**src/rtl/imem_loader_if.sv**
```systemverilog
// Byte stream in, byte-wide instruction-memory write port out.
// Pure wiring; timing is set by the loader behind the slave modport.
// byte_valid_i/byte_ready_o handshake; the write port has no backpressure.
interface imem_loader_if;
  logic        byte_valid_i;
  logic [7:0]  byte_data_i;
  logic        byte_ready_o;
  logic        wr_en_o;
  logic [31:0] wr_addr_o;
  logic [7:0]  wr_data_o;

  // Host side: supplies bytes and observes the memory writes.
  modport master (
    output byte_valid_i, byte_data_i,
    input  byte_ready_o, wr_en_o, wr_addr_o, wr_data_o
  );

  // Loader side.
  modport slave (
    input  byte_valid_i, byte_data_i,
    output byte_ready_o, wr_en_o, wr_addr_o, wr_data_o
  );
endinterface

```
**src/rtl/imem_loader.sv**
```systemverilog
// Boot loader: parses MAGIC/ADDR/LEN/payload[/CSUM] frames into imem byte writes, holds core in reset until done.
// Latency: write strobe one cycle after each accepted payload byte; done/err/cpu_rst_n one edge after final transfer.
// Backpressure: byte_ready_o is state-decoded, low only in DONE/ERR. Optional trailing checksum via IMEM_LOADER_CSUM_EN.
module imem_loader #(
  parameter int unsigned MEM_SIZE = 512,
  parameter logic [7:0]  MAGIC    = 8'hA5
) (
  input  logic         clk,
  input  logic         rst_n,
  imem_loader_if.slave lif,
  output logic         busy_o,
  output logic         done_o,
  output logic         err_o,
  output logic         cpu_rst_n_o
);

  typedef enum logic [3:0] {
    S_IDLE, S_ADDR0, S_ADDR1, S_LEN0, S_LEN1, S_DATA, S_CSUM, S_DONE, S_ERR
  } state_e;

  // State reached after the last payload byte (or after LEN1 when len is zero).
`ifdef IMEM_LOADER_CSUM_EN
  localparam state_e S_FINAL = S_CSUM;
`else
  localparam state_e S_FINAL = S_DONE;
`endif

  localparam logic [16:0] MEM_LIMIT = 17'(MEM_SIZE);

  state_e      state_q, state_d;
  logic [15:0] base_q, base_d;
  logic [15:0] len_q, len_d;
  logic [15:0] idx_q, idx_d;
  logic        wr_en_q, wr_en_d;
  logic [31:0] wr_addr_q, wr_addr_d;
  logic [7:0]  wr_data_q, wr_data_d;
  logic        done_q, done_d;
  logic        err_q, err_d;
`ifdef IMEM_LOADER_CSUM_EN
  logic [7:0]  sum_q, sum_d;
  logic [7:0]  csum_total;
`endif

  logic        byte_ready;
  logic        xfer;
  logic [15:0] len_new;
  logic [16:0] range_end;

  assign byte_ready = (state_q != S_DONE) && (state_q != S_ERR);
  assign xfer       = lif.byte_valid_i && byte_ready;
  // Full length as it will be once the high byte lands; range check uses 17 bits so it cannot wrap.
  assign len_new    = {lif.byte_data_i, len_q[7:0]};
  assign range_end  = {1'b0, base_q} + {1'b0, len_new};
`ifdef IMEM_LOADER_CSUM_EN
  assign csum_total = sum_q + lif.byte_data_i;
`endif

  // Next-state, field capture and write-port generation for one accepted byte.
  always_comb begin
    state_d   = state_q;
    base_d    = base_q;
    len_d     = len_q;
    idx_d     = idx_q;
    wr_en_d   = 1'b0;
    wr_addr_d = wr_addr_q;
    wr_data_d = wr_data_q;
    // Status flags trail the terminal state by one edge and are sticky.
    done_d    = done_q | (state_q == S_DONE);
    err_d     = err_q  | (state_q == S_ERR);
`ifdef IMEM_LOADER_CSUM_EN
    sum_d     = sum_q;
`endif
    if (xfer) begin
      case (state_q)
        S_IDLE: begin
          if (lif.byte_data_i == MAGIC) state_d = S_ADDR0;
        end
        S_ADDR0: begin
          base_d[7:0] = lif.byte_data_i;
          state_d     = S_ADDR1;
        end
        S_ADDR1: begin
          base_d[15:8] = lif.byte_data_i;
          state_d      = S_LEN0;
        end
        S_LEN0: begin
          len_d[7:0] = lif.byte_data_i;
          state_d    = S_LEN1;
        end
        S_LEN1: begin
          len_d = len_new;
          idx_d = '0;
`ifdef IMEM_LOADER_CSUM_EN
          sum_d = '0;
`endif
          if (range_end > MEM_LIMIT) state_d = S_ERR;
          else if (len_new == 16'd0) state_d = S_FINAL;
          else                       state_d = S_DATA;
        end
        S_DATA: begin
          wr_en_d   = 1'b1;
          wr_addr_d = 32'(base_q) + 32'(idx_q);
          wr_data_d = lif.byte_data_i;
          idx_d     = idx_q + 16'd1;
`ifdef IMEM_LOADER_CSUM_EN
          sum_d     = csum_total;
`endif
          if (idx_q == len_q - 16'd1) state_d = S_FINAL;
        end
`ifdef IMEM_LOADER_CSUM_EN
        S_CSUM: begin
          state_d = (csum_total == 8'h00) ? S_DONE : S_ERR;
        end
`endif
        default: ;
      endcase
    end
  end

  // State and datapath registers; reset returns everything to idle at once.
  always_ff @(posedge clk or negedge rst_n) begin
    if (!rst_n) begin
      state_q   <= S_IDLE;
      base_q    <= '0;
      len_q     <= '0;
      idx_q     <= '0;
      wr_en_q   <= 1'b0;
      wr_addr_q <= '0;
      wr_data_q <= '0;
      done_q    <= 1'b0;
      err_q     <= 1'b0;
`ifdef IMEM_LOADER_CSUM_EN
      sum_q     <= '0;
`endif
    end else begin
      state_q   <= state_d;
      base_q    <= base_d;
      len_q     <= len_d;
      idx_q     <= idx_d;
      wr_en_q   <= wr_en_d;
      wr_addr_q <= wr_addr_d;
      wr_data_q <= wr_data_d;
      done_q    <= done_d;
      err_q     <= err_d;
`ifdef IMEM_LOADER_CSUM_EN
      sum_q     <= sum_d;
`endif
    end
  end

  assign lif.byte_ready_o = byte_ready;
  assign lif.wr_en_o      = wr_en_q;
  assign lif.wr_addr_o    = wr_addr_q;
  assign lif.wr_data_o    = wr_data_q;
  assign busy_o           = (state_q != S_IDLE) && byte_ready;
  assign done_o           = done_q;
  assign err_o            = err_q;
  // The core leaves reset exactly when the image is known good.
  assign cpu_rst_n_o      = done_q;

endmodule

```
**src/flat_wrapper.sv**
```systemverilog
// flat-port wrapper written by rule: the top's interface ports become plain ports
module imem_loader_flat 
#(
  parameter int unsigned MEM_SIZE = 512,
  parameter logic [7:0]  MAGIC    = 8'hA5
)
  (clk, rst_n, busy_o, done_o, err_o, cpu_rst_n_o, lif_byte_valid_i, lif_byte_data_i, lif_byte_ready_o, lif_wr_en_o, lif_wr_addr_o, lif_wr_data_o);
  imem_loader_if lif_i ();
  input  logic clk;
  input  logic rst_n;
  output logic busy_o;
  output logic done_o;
  output logic err_o;
  output logic cpu_rst_n_o;
  input wire logic [$bits(lif_i.byte_valid_i)-1:0] lif_byte_valid_i;
  input wire logic [$bits(lif_i.byte_data_i)-1:0] lif_byte_data_i;
  output wire logic [$bits(lif_i.byte_ready_o)-1:0] lif_byte_ready_o;
  output wire logic [$bits(lif_i.wr_en_o)-1:0] lif_wr_en_o;
  output wire logic [$bits(lif_i.wr_addr_o)-1:0] lif_wr_addr_o;
  output wire logic [$bits(lif_i.wr_data_o)-1:0] lif_wr_data_o;
  assign lif_i.byte_valid_i = lif_byte_valid_i;
  assign lif_i.byte_data_i = lif_byte_data_i;
  assign lif_byte_ready_o = lif_i.byte_ready_o;
  assign lif_wr_en_o = lif_i.wr_en_o;
  assign lif_wr_addr_o = lif_i.wr_addr_o;
  assign lif_wr_data_o = lif_i.wr_data_o;
  imem_loader #(.MEM_SIZE(MEM_SIZE), .MAGIC(MAGIC)) u_core (.clk(clk), .rst_n(rst_n), .lif(lif_i), .busy_o(busy_o), .done_o(done_o), .err_o(err_o), .cpu_rst_n_o(cpu_rst_n_o));
endmodule
```
**config.mk**
```make
export PLATFORM = sky130hd
export DESIGN_NAME = imem_loader_flat
export DESIGN_NICKNAME = d
export VERILOG_FILES = /design/src/rtl/imem_loader_if.sv /design/src/rtl/imem_loader.sv /design/src/flat_wrapper.sv
export SDC_FILE = /design/constraint.sdc
export NUM_CORES = 1
export LEC_CHECK = 0
export ABC_AREA = 1
export CAP_MARGIN = 25
export CORE_ASPECT_RATIO = 2
export CORE_UTILIZATION = 55
export CTS_CLUSTER_SIZE = 24
export DETAILED_ROUTE_END_ITERATION = 8
export PLACE_DENSITY = 0.77
export SETUP_SLACK_MARGIN = 0.15
export SYNTH_ARGS = -nofsm -noshare
export SYNTH_HDL_FRONTEND = slang
export SYNTH_SLANG_ARGS = --single-unit
```
**constraint.sdc**
```tcl
create_clock -name clk -period 2.6 [get_ports clk]
set_input_delay 0.65 -clock clk [delete_from_list [all_inputs] [get_ports clk]]
set_output_delay 0.65 -clock clk [all_outputs]
set_load 0.005 [all_outputs]
```
==> impl_metrics.toml, run 1 <==
[layout]
area_growth_pct = 25.5
drive_above_1_share_pct = 16.7
layout_commonest_cell = "nand2_1"
nets = 974
layout_common_cells = "nand2_1 (249), inv_1 (102), dfrtp_1 (79), nor2_1 (53), o21ai_0 (51)"
fin_util_pct = 70.3
n_antenna_cell = 0

[synth]
yosys.area.top_type = "dfrtp_1"
yosysSeqAreaShare_pct = 34.1
synth_area_um2 = 5870
synth_cell_types = 44
synth.avg_cell_area_um2 = 7.01
yosys_register_bits = 80
synth_top_flop_cell = "dfrtp_1"
synth-async-reset-ratio_pct = 100
synthTopCellsByArea = "dfrtp_1 (34%), nand2_1 (17%), ha_1 (7.2%)"
synth_warnings = 0
synth_edf_count = 0
synthCells = 838
netlist.area_leader.share_pct = 34.1

[drt]
wl_per_cell_um = 15.8
via_per_inst = 5.36
num_vias = 5732
drt-total-wl_um = 16900
drtIter0Drc = 300
drt_pass1_iterations = 5
drc_errors = 0
antenna_left = 0

[global_routing]
grt_pass1_vias = 5639
grt_max_degree = 81
track_usage_pct = 31.7
antenna_found_initial = 0
grt_pass1_wl_um = 26100
overflow = 0

[sta]
finalSetupViolCount = 0
slew_headroom_pct = 61.5
hold_viol = 0
fmax_mhz = 424
setup_slack_ns = 0.239
grt_setup_unrepaired = "yes"
finalCriticalPeriod_ns = 2.36
worst_slew_pin_slew_ns = 0.577
post-route-period-util_pct = 90.8
fin_skew_ns = 0.0112
slew_violations = 0

[critical_path]
critical-path-max-stage-delay_ns = 0.44
reg2reg_from = "u_core.base_q[6]"
critPathKind = "flop to primary output"
critPathMaxFanout = 4
cp.arrival_ns = 1.71
startpoint = "u_core.state_q[0]"
cp.required_ns = 1.95
cpMostUsedCell = "inv_2"
worstPathCellList = "nor2_4 > inv_2 > nor3_4 > inv_2 > nand2_1 > inv_2 > clkdlybuf4s50_1"
cp_slowest_cell = "clkdlybuf4s50_1"
cp-start-kind = "flop"
crit_path_end_kind = "primary output"

[floorplanning]
io_pins = 57
die_area_um2 = 11100
die_y_um = 148
start_util_pct = 56.1
die_x_um = 75.1
rows = 53
core_area_um2 = 10500

[placement]
routabilityCongestion = 0.937
place_hpwl_um = 13400
io_buffer_count = 41
pre_cts_ws_ns = -0.396

[worst_hold_path]
hp-class = "primary input to asynchronous set/reset pin"

[clocking]
cts_tree = "done"
clk_pin_slew_worst_paths_ns = 0.07
clkLatencyLatePin_ns = 0.34
cts-buffers-inserted = 9
root_buffer = "clkbuf_16"
htree_levels = 3
cts_num_sinks = 80
clock_tree.buffer_depth = 2

[pwr]
p_per_area_nw_per_um2 = 355
worst_ir_drop_vdd_mv = 0.313
leakagePower_nw = 3.84

[job]
drv_cap = 0

[outcome]
status = "finished, final reports clean"
per-layer routing:
| metal | wire [um] | vias up | GRT usage [%] |
|---|---|---|---|
| met5 | 0 | - | 0 |
| met1 | 5680 | 2675 | 28.5 |
| met2 | 9710 | 143 | 61.8 |
| li1 | - | 2850 | - |
| met3 | 357 | 64 | 3.25 |
| met4 | 1140 | 0 | 21.5 |
logic make-up after synthesis:
family          Yosys count  synth area share (%)
simple gates            430                  31.5
buf+inv                 138                  10.2
compound gates          123                  11.3
flops                    80                  34.1
fa+ha+maj                36                  7.92
xor+xnor                 30                  4.94
other cells               1                0.0638
worst max-delay path, delay by kind of cell, from the launching register on:
family                 cells  cell delay, ns
buffers and inverters      4            0.59
DFF                        1            0.43
and+or+nand+nor            3            0.35
repair_timing:
item	CTS	global route
buffers inserted	2	6
setup endpoints to repair	6	10
hold buffers	0	0
pin swaps	1	21
resized for setup	20	60
gates cloned	0	0
sequential cells by signal, indices dropped and copies added, names as in the netlist:
name                  cells
u_core.cpu_rst_n_o        1
u_core.err_o              1
u_core.len_q             16
u_core.lif.wr_addr_o     17
u_core.base_q            16
u_core.lif.wr_data_o      8
u_core.idx_q             16
u_core.state_q            4
u_core.lif.wr_en_o        1
cell usage after synthesis, drive strengths merged (2+ instances only):
library cell / count
or2: 5
o21ai: 73
nor2: 74
nor3: 8
xor2: 15
clkinv: 2
ha: 34
nand2: 263
nand3b: 4
inv: 109
a21oi: 30
o22ai: 6
nor4: 3
buf: 25
fa: 2
nand4: 16
nand3: 54
dfrtp: 80
a211oi: 2
clkbuf: 2
a21o: 3
and2: 3
xnor2: 13
xnor3: 2
a21boi: 2
final cells by class:
type / instances / area (um^2)
multi-input combinational: 634 / 3680
fill: 900 / 3110
sequential: 80 / 2000
timing repair buffer: 91 / 815
inverter: 111 / 417
clock buffer: 9 / 225
tap: 137 / 171
clock inverter: 7 / 60.1
through the flow:
step | total power [mW] | instance area, um^2 | hold slack (ns) | std cells | TNS, ns
after global routing | 2.69 | 7370 | 0.363 | 1069 | 0
after floorplan | 1.33 | 5930 | 0.354 | 852 | 0
final | 2.62 | 7370 | 0.328 | 1069 | 0
after detailed placement | 1.41 | 6650 | 0.457 | 1045 | -1.44
after CTS | 2.62 | 7060 | 0.351 | 1063 | 0
after global placement | 1.41 | 6650 | 0.453 | 1045 | -1.39
worst paths after layout:
check / endpoint / slack (ns) / cells past startpoint
setup / recovery: lif_byte_ready_o / 0.24 / 7
hold / removal: u_core.lif.wr_addr_o[1] / 0.33 / 2
setup reg to reg: u_core.lif.wr_addr_o[11] / 0.25 / 8
hold reg to reg: u_core.err_o / 0.47 / 1
max in group asynchronous: u_core.len_q[13] / 1.94 / 2
min in group clk: u_core.err_o / 0.47 / 1
where the power goes:
| group | internal, mW | leakage [nW] | switching, mW |
|---|---|---|---|
| Combinational | 0.0586 | 2.65 | 0.0971 |
| Clock | 0.667 | 0.143 | 0.552 |
| Sequential | 1.24 | 1.04 | 0 |
| Total | 1.97 | 3.84 | 0.649 |
(Power assumes the default switching activity.)
==> inputs of run 2 (changes only) <==
--- a/config.mk
+++ b/config.mk
@@ -14,4 +14,6 @@
 export PLACE_DENSITY = 0.77
 export SETUP_SLACK_MARGIN = 0.15
+export SKIP_CTS_REPAIR_TIMING = 1
+export SLEW_MARGIN = 30
 export SYNTH_ARGS = -nofsm -noshare
 export SYNTH_HDL_FRONTEND = slang
==> constraint.sdc (replaced) <==
create_clock -name clk -period 2.6 [get_ports clk]
set_input_delay 0.39 -clock clk [delete_from_list [all_inputs] [get_ports clk]]
set_output_delay 0.39 -clock clk [all_outputs]
set_load 0.005 [all_outputs]
==> run 2 against run 1 <==
Compared with the run above:
- cell area fell by 3.4%
- clock-buffer cell count increased by 2
- wire length increased by 2.9%
- register-to-register slack got worse by 0.07 ns
- sequential power is essentially flat
- sequential cell count is the same
- clock skew about the same
- non-clock buffer count down 6
- hold slack got worse by 0.31 ns
- core utilization shrank 2.4 points
- final cell count decreased by 0.56%
- largest power group is now clock
==> impl_metrics.toml, run 2 (synthesis results as in run 1) <==
[worst_hold_path]
hp-class = "primary input to asynchronous set/reset pin"

[clocking]
clk_pin_slew_worst_paths_ns = 0.07
root_buffer = "clkbuf_16"
cts_tree = "done"
htree_levels = 3
clkLatencyLatePin_ns = 0.34
clock_tree.buffer_depth = 2
cts-buffers-inserted = 9
cts_num_sinks = 80

[global_routing]
grt_max_degree = 42
grt_pass1_vias = 5634
track_usage_pct = 33.4
antenna_found_initial = 0
grt_pass1_wl_um = 27300
overflow = 0

[critical_path]
crit_path_end_kind = "flop"
cp_slowest_cell = "fa_2"
path_delay_family = "simple AND/OR/NAND/NOR gates"
cp.arrival_ns = 2.71
cp_num_buf_inv = 0
critical-path-max-stage-delay_ns = 0.44
cp.depth = 16
worstPathCellList = "ha_4 > fa_2 > or2_4 > nor2_2 > nand2_1 > nor2_1 > nand2_1 > nor2_2 > nand3_2 > nand2_2 > nand2_2 > nor2_4 > nand3_2 > nand2_1 > nand2_1 > nand2_1"
cpMostUsedCell = "nand2_1"
ff2ff_path_depth = 16
cp.required_ns = 2.88
critPathMaxFanout = 2
critPathKind = "flop to flop"
cp-start-kind = "flop"

[outcome]
status = "finished, final reports clean"

[drt]
wl_per_cell_um = 16.3
drt_pass1_iterations = 7
antenna_left = 0
drtIter0Drc = 270
num_vias = 5802
via_per_inst = 5.46
drc_errors = 0
drt-total-wl_um = 17400

[sta]
slew_headroom_pct = 56.5
post-route-period-util_pct = 93.2
finalSetupViolCount = 0
slew_violations = 0
finalCriticalPeriod_ns = 2.42
hold_viol = 0
fmax_mhz = 413
fin_skew_ns = 0.0112
grt_setup_unrepaired = "yes"
worst_slew_pin_slew_ns = 0.646

[layout]
largest_register_ffs = 17
nets = 968
multi_input_area_um2 = 3470
n_antenna_cell = 0
layout_commonest_cell = "nand2_1"
area_growth_pct = 21.2
layout_common_cells = "nand2_1 (254), inv_1 (102), dfrtp_1 (80), nor2_1 (61), o21ai_0 (50)"
stdcell_count = 1063
fill_cells = 950
drive_above_1_share_pct = 13.2
seq_area_um2 = 2000
fin_util_pct = 67.9

[placement]
routabilityCongestion = 1.00
dp_cells = 1042
io_buffer_count = 41
place_hpwl_um = 13800

[floorplanning]
core_area_um2 = 10500
io_pins = 57
die_area_um2 = 11100
die_y_um = 148
rows = 53
die_x_um = 75.1
start_util_pct = 56.1

[pwr]
leakagePower_nw = 3.78
worst_ir_drop_vdd_mv = 0.293
p_per_area_nw_per_um2 = 380

[job]
drv_cap = 0
-- run 2: cell types whose count changed in the layout (fill, tap and decap cells not counted), sizes merged --
cell | before | now
clkbuf | 9 | 11
bufinv | 0 | 1
dlymetal6s2s | 7 | 0
clkdlybuf4s50 | 31 | 40
buf | 51 | 45
clkinvlp | 0 | 1
inv | 114 | 110
dlygate4sd2 | 2 | 0
-- run 2: power breakdown --
group | switching [mW] | internal, mW | total [mW]
Clock | 0.522 | 0.803 | 1.33
Sequential | 0 | 1.24 | 1.24
Combinational | 0.0912 | 0.0471 | 0.138
-- run 2: worst paths after layout --
check,slack (ns),end,startpoint
setup / recovery,0.18,u_core.state_q[1],u_core.base_q[0]
hold / removal,0.02,u_core.lif.wr_addr_o[10],rst_n
setup reg to reg,0.18,u_core.state_q[1],u_core.base_q[0]
hold reg to reg,0.47,u_core.err_o,u_core.err_o
max in group asynchronous,1.86,u_core.len_q[1],rst_n
min in group clk,0.47,u_core.err_o,u_core.err_o
-- run 2: stage by stage --
step / total power [mW] / setup slack [ns] / setup TNS, ns / instance area [um^2] / hold WS (ns)
3_5_place_dp: 1.40 / -0.256 / -0.753 / 6620 / 0.391
4_1_cts: 2.71 / -0.00863 / -0.00863 / 6940 / 0.0261
3_3_place_gp: 1.40 / -0.286 / -0.786 / 6620 / 0.389
6_report: 2.71 / 0.178 / 0 / 7120 / 0.0156
5_1_grt: 2.77 / 0.0513 / 0 / 7120 / 0.0517
2_1_floorplan: 1.33 / 0.369 / 0 / 5930 / 0.0944
-- run 2: cell type report --
| type | count | area share, % |
|---|---|---|
| clock buffer | 11 | 3.55 |
| timing repair buffer | 85 | 10.4 |
| inverter | 111 | 5.85 |
| clock inverter | 5 | 0.896 |
| multi-input combinational | 634 | 48.8 |
| tap | 137 | 2.41 |
| sequential | 80 | 28.1 |
-- run 2: routing by layer --
| layer | global-route usage [%] | part of all wire (%) | wire length (um) | up-vias |
|---|---|---|---|---|
| met5 | 0 | 0 | 0 | - |
| met1 | 31.1 | 33 | 5780 | 2707 |
| met2 | 62.7 | 57 | 9850 | 182 |
| met3 | 5.42 | 3.3 | 575 | 70 |
| met4 | 22.1 | 6.8 | 1170 | 0 |
| li1 | - | - | - | 2843 |
==> inputs of run 3 (changes only) <==
Settings changed: MAX_ROUTING_LAYER set to met4.
==> run 3 against run 2 <==
Compared with the run above:
- global-route usage is essentially flat
- cell area grew 0.21%
- power grew 1.7%
- sequential cell count is the same
- die area is the same
- core utilization grew 0.14 points
- clock skew grew 0.0016 ns
- hold slack gained 0.045 ns
- register-to-register slack lost 0.04 ns
- via count grew 0.19%
- first-iteration DRC count grew 16%
- critical endpoint unchanged
==> impl_metrics.toml, run 3 (synthesis results as in run 1) <==
[global_routing]
antenna_found_initial = 0
grt_pass1_vias = 5657
grt_max_degree = 81
grt_pass1_wl_um = 26500
track_usage_pct = 33.4
overflow = 0

[clocking]
htree_levels = 3
clkLatencyLatePin_ns = 0.34
clock_tree.buffer_depth = 2
cts_tree = "done"
cts_num_sinks = 80
root_buffer = "clkbuf_16"
clk_pin_slew_worst_paths_ns = 0.07
cts-buffers-inserted = 9

[pwr]
leakagePower_nw = 3.75
power_mw = 2.75
p_per_area_nw_per_um2 = 386
intPower_mw = 2.14
p_sw_mw = 0.615
seqPwrFrac_pct = 45.2
p_sw_share_pct = 22.3
pwr-share-comb_pct = 5.0
worst_ir_drop_vdd_mv = 0.303
clock_power_share_pct = 49.8

[drt]
num_vias = 5813
via_per_inst = 5.48
drtIter0Drc = 312
wl_per_cell_um = 16.4
antenna_left = 0
drc_errors = 0
drt-total-wl_um = 17400
drt_pass1_iterations = 5

[critical_path]
critPathMaxFanout = 3
reg2reg_from = "u_core.base_q[0]"
cp-start-kind = "flop"
r2r_slack_ns = 0.14
cpMostUsedCell = "nand2_2"
critical-path-max-stage-delay_ns = 0.42
cp.required_ns = 2.89
cp.arrival_ns = 2.75
r2r-end = "u_core.state_q[1]"
cp_slowest_cell = "dfrtp_1"
critPathKind = "flop to flop"
worstPathCellList = "ha_4 > fa_2 > nand3_1 > nand3_2 > nand2_2 > nand2_2 > nand2_2 > nand3b_1 > and2_1 > nor2_1 > nand2_2 > nor2_4 > nand3_2 > nand2_2 > nand2_1 > nand2_1"
crit_path_end_kind = "flop"
ff2ff_path_depth = 16

[sta]
fin_skew_ns = 0.0128
hold_viol = 0
grt_setup_unrepaired = "yes"
post-route-period-util_pct = 94.7
worst_slew_pin_slew_ns = 0.670
slew_headroom_pct = 54.9
setup_slack_ns = 0.138
fmax_mhz = 406
slew_violations = 0
finalSetupViolCount = 0
finalCriticalPeriod_ns = 2.46
tns_ns = 0

[placement]
io_buffer_count = 41
routabilityCongestion = 0.990
pre_cts_ws_ns = -0.232
place_hpwl_um = 13600

[layout]
layout_common_cells = "nand2_1 (250), inv_1 (101), dfrtp_1 (80), nor2_1 (59), o21ai_0 (51)"
fill_cells = 930
drive_above_1_share_pct = 12.9
multi_input_area_um2 = 3480
layout_commonest_cell = "nand2_1"
area_growth_pct = 21.4
largest_register_ffs = 17
seq_area_um2 = 2000
nets = 966
n_antenna_cell = 0

[outcome]
status = "finished, final reports clean"

[floorplanning]
die_area_um2 = 11100
rows = 53
core_area_um2 = 10500
die_y_um = 148
die_x_um = 75.1
io_pins = 57
start_util_pct = 56.1

[worst_hold_path]
hp-class = "primary input to asynchronous set/reset pin"

[job]
drv_cap = 0
## run 3: critical path, delay by kind of cell (launching register included)
kind          cells  cell delay [ns]
fa+ha+maj         2             0.53
simple gates     14             1.44
flops             1             0.42
## run 3: worst max path at each step
stage	end	from	cells after the start	slack, ns
2_1_floorplan	u_core.state_q[1]	u_core.len_q[0]	16	0.37
3_3_place_gp	u_core.state_q[1]	lif_byte_data_i[6]	17	-0.23
3_5_place_dp	u_core.state_q[1]	lif_byte_data_i[4]	17	-0.23
4_1_cts	u_core.state_q[1]	u_core.base_q[0]	16	-0.09
5_1_grt	u_core.state_q[1]	u_core.base_q[0]	16	0.002
6_report	u_core.state_q[1]	u_core.base_q[0]	16	0.14
## run 3: layer usage
| layer | global-route usage (%) | share of wire, % | vias up | wire length [um] |
|---|---|---|---|---|
| met5 | - | 0 | - | 0 |
| met4 | 19.4 | 7.3 | 0 | 1260 |
| met1 | 28.6 | 34 | 2733 | 5830 |
| li1 | - | - | 2841 | - |
| met3 | 3.73 | 2.5 | 75 | 442 |
| met2 | 64.7 | 57 | 164 | 9870 |
## run 3: power by group through the flow
| stage | combinational, mW | sequential [mW] | clock, mW |
|---|---|---|---|
| floorplan | 0.0612 | 1.27 | 0 |
| global placement | 0.136 | 1.27 | 0 |
| detailed placement | 0.136 | 1.27 | 0 |
| CTS | 0.137 | 1.24 | 1.37 |
| global route | 0.154 | 1.24 | 1.43 |
| finish | 0.138 | 1.24 | 1.37 |
## run 3: through the flow
step,cells,cell area (um^2),hold WS [ns],util [%]
finish,1061,7130,0.0605,68.1
global route,1061,7130,0.107,68.1
CTS,1055,6930,0.0920,66.2
detailed placement,1039,6610,0.450,63.1
global placement,1039,6610,0.443,63.1
floorplan,852,5930,0.0944,-
## run 3: layout make-up
type | instances | share of cell area, %
clock buffers | 10 | 3.21
clock inverters | 6 | 1.32
inverters | 111 | 5.84
multi-input cells | 634 | 48.8
flip-flops and latches | 80 | 28.1
well taps | 137 | 2.40
repair buffers | 83 | 10.4
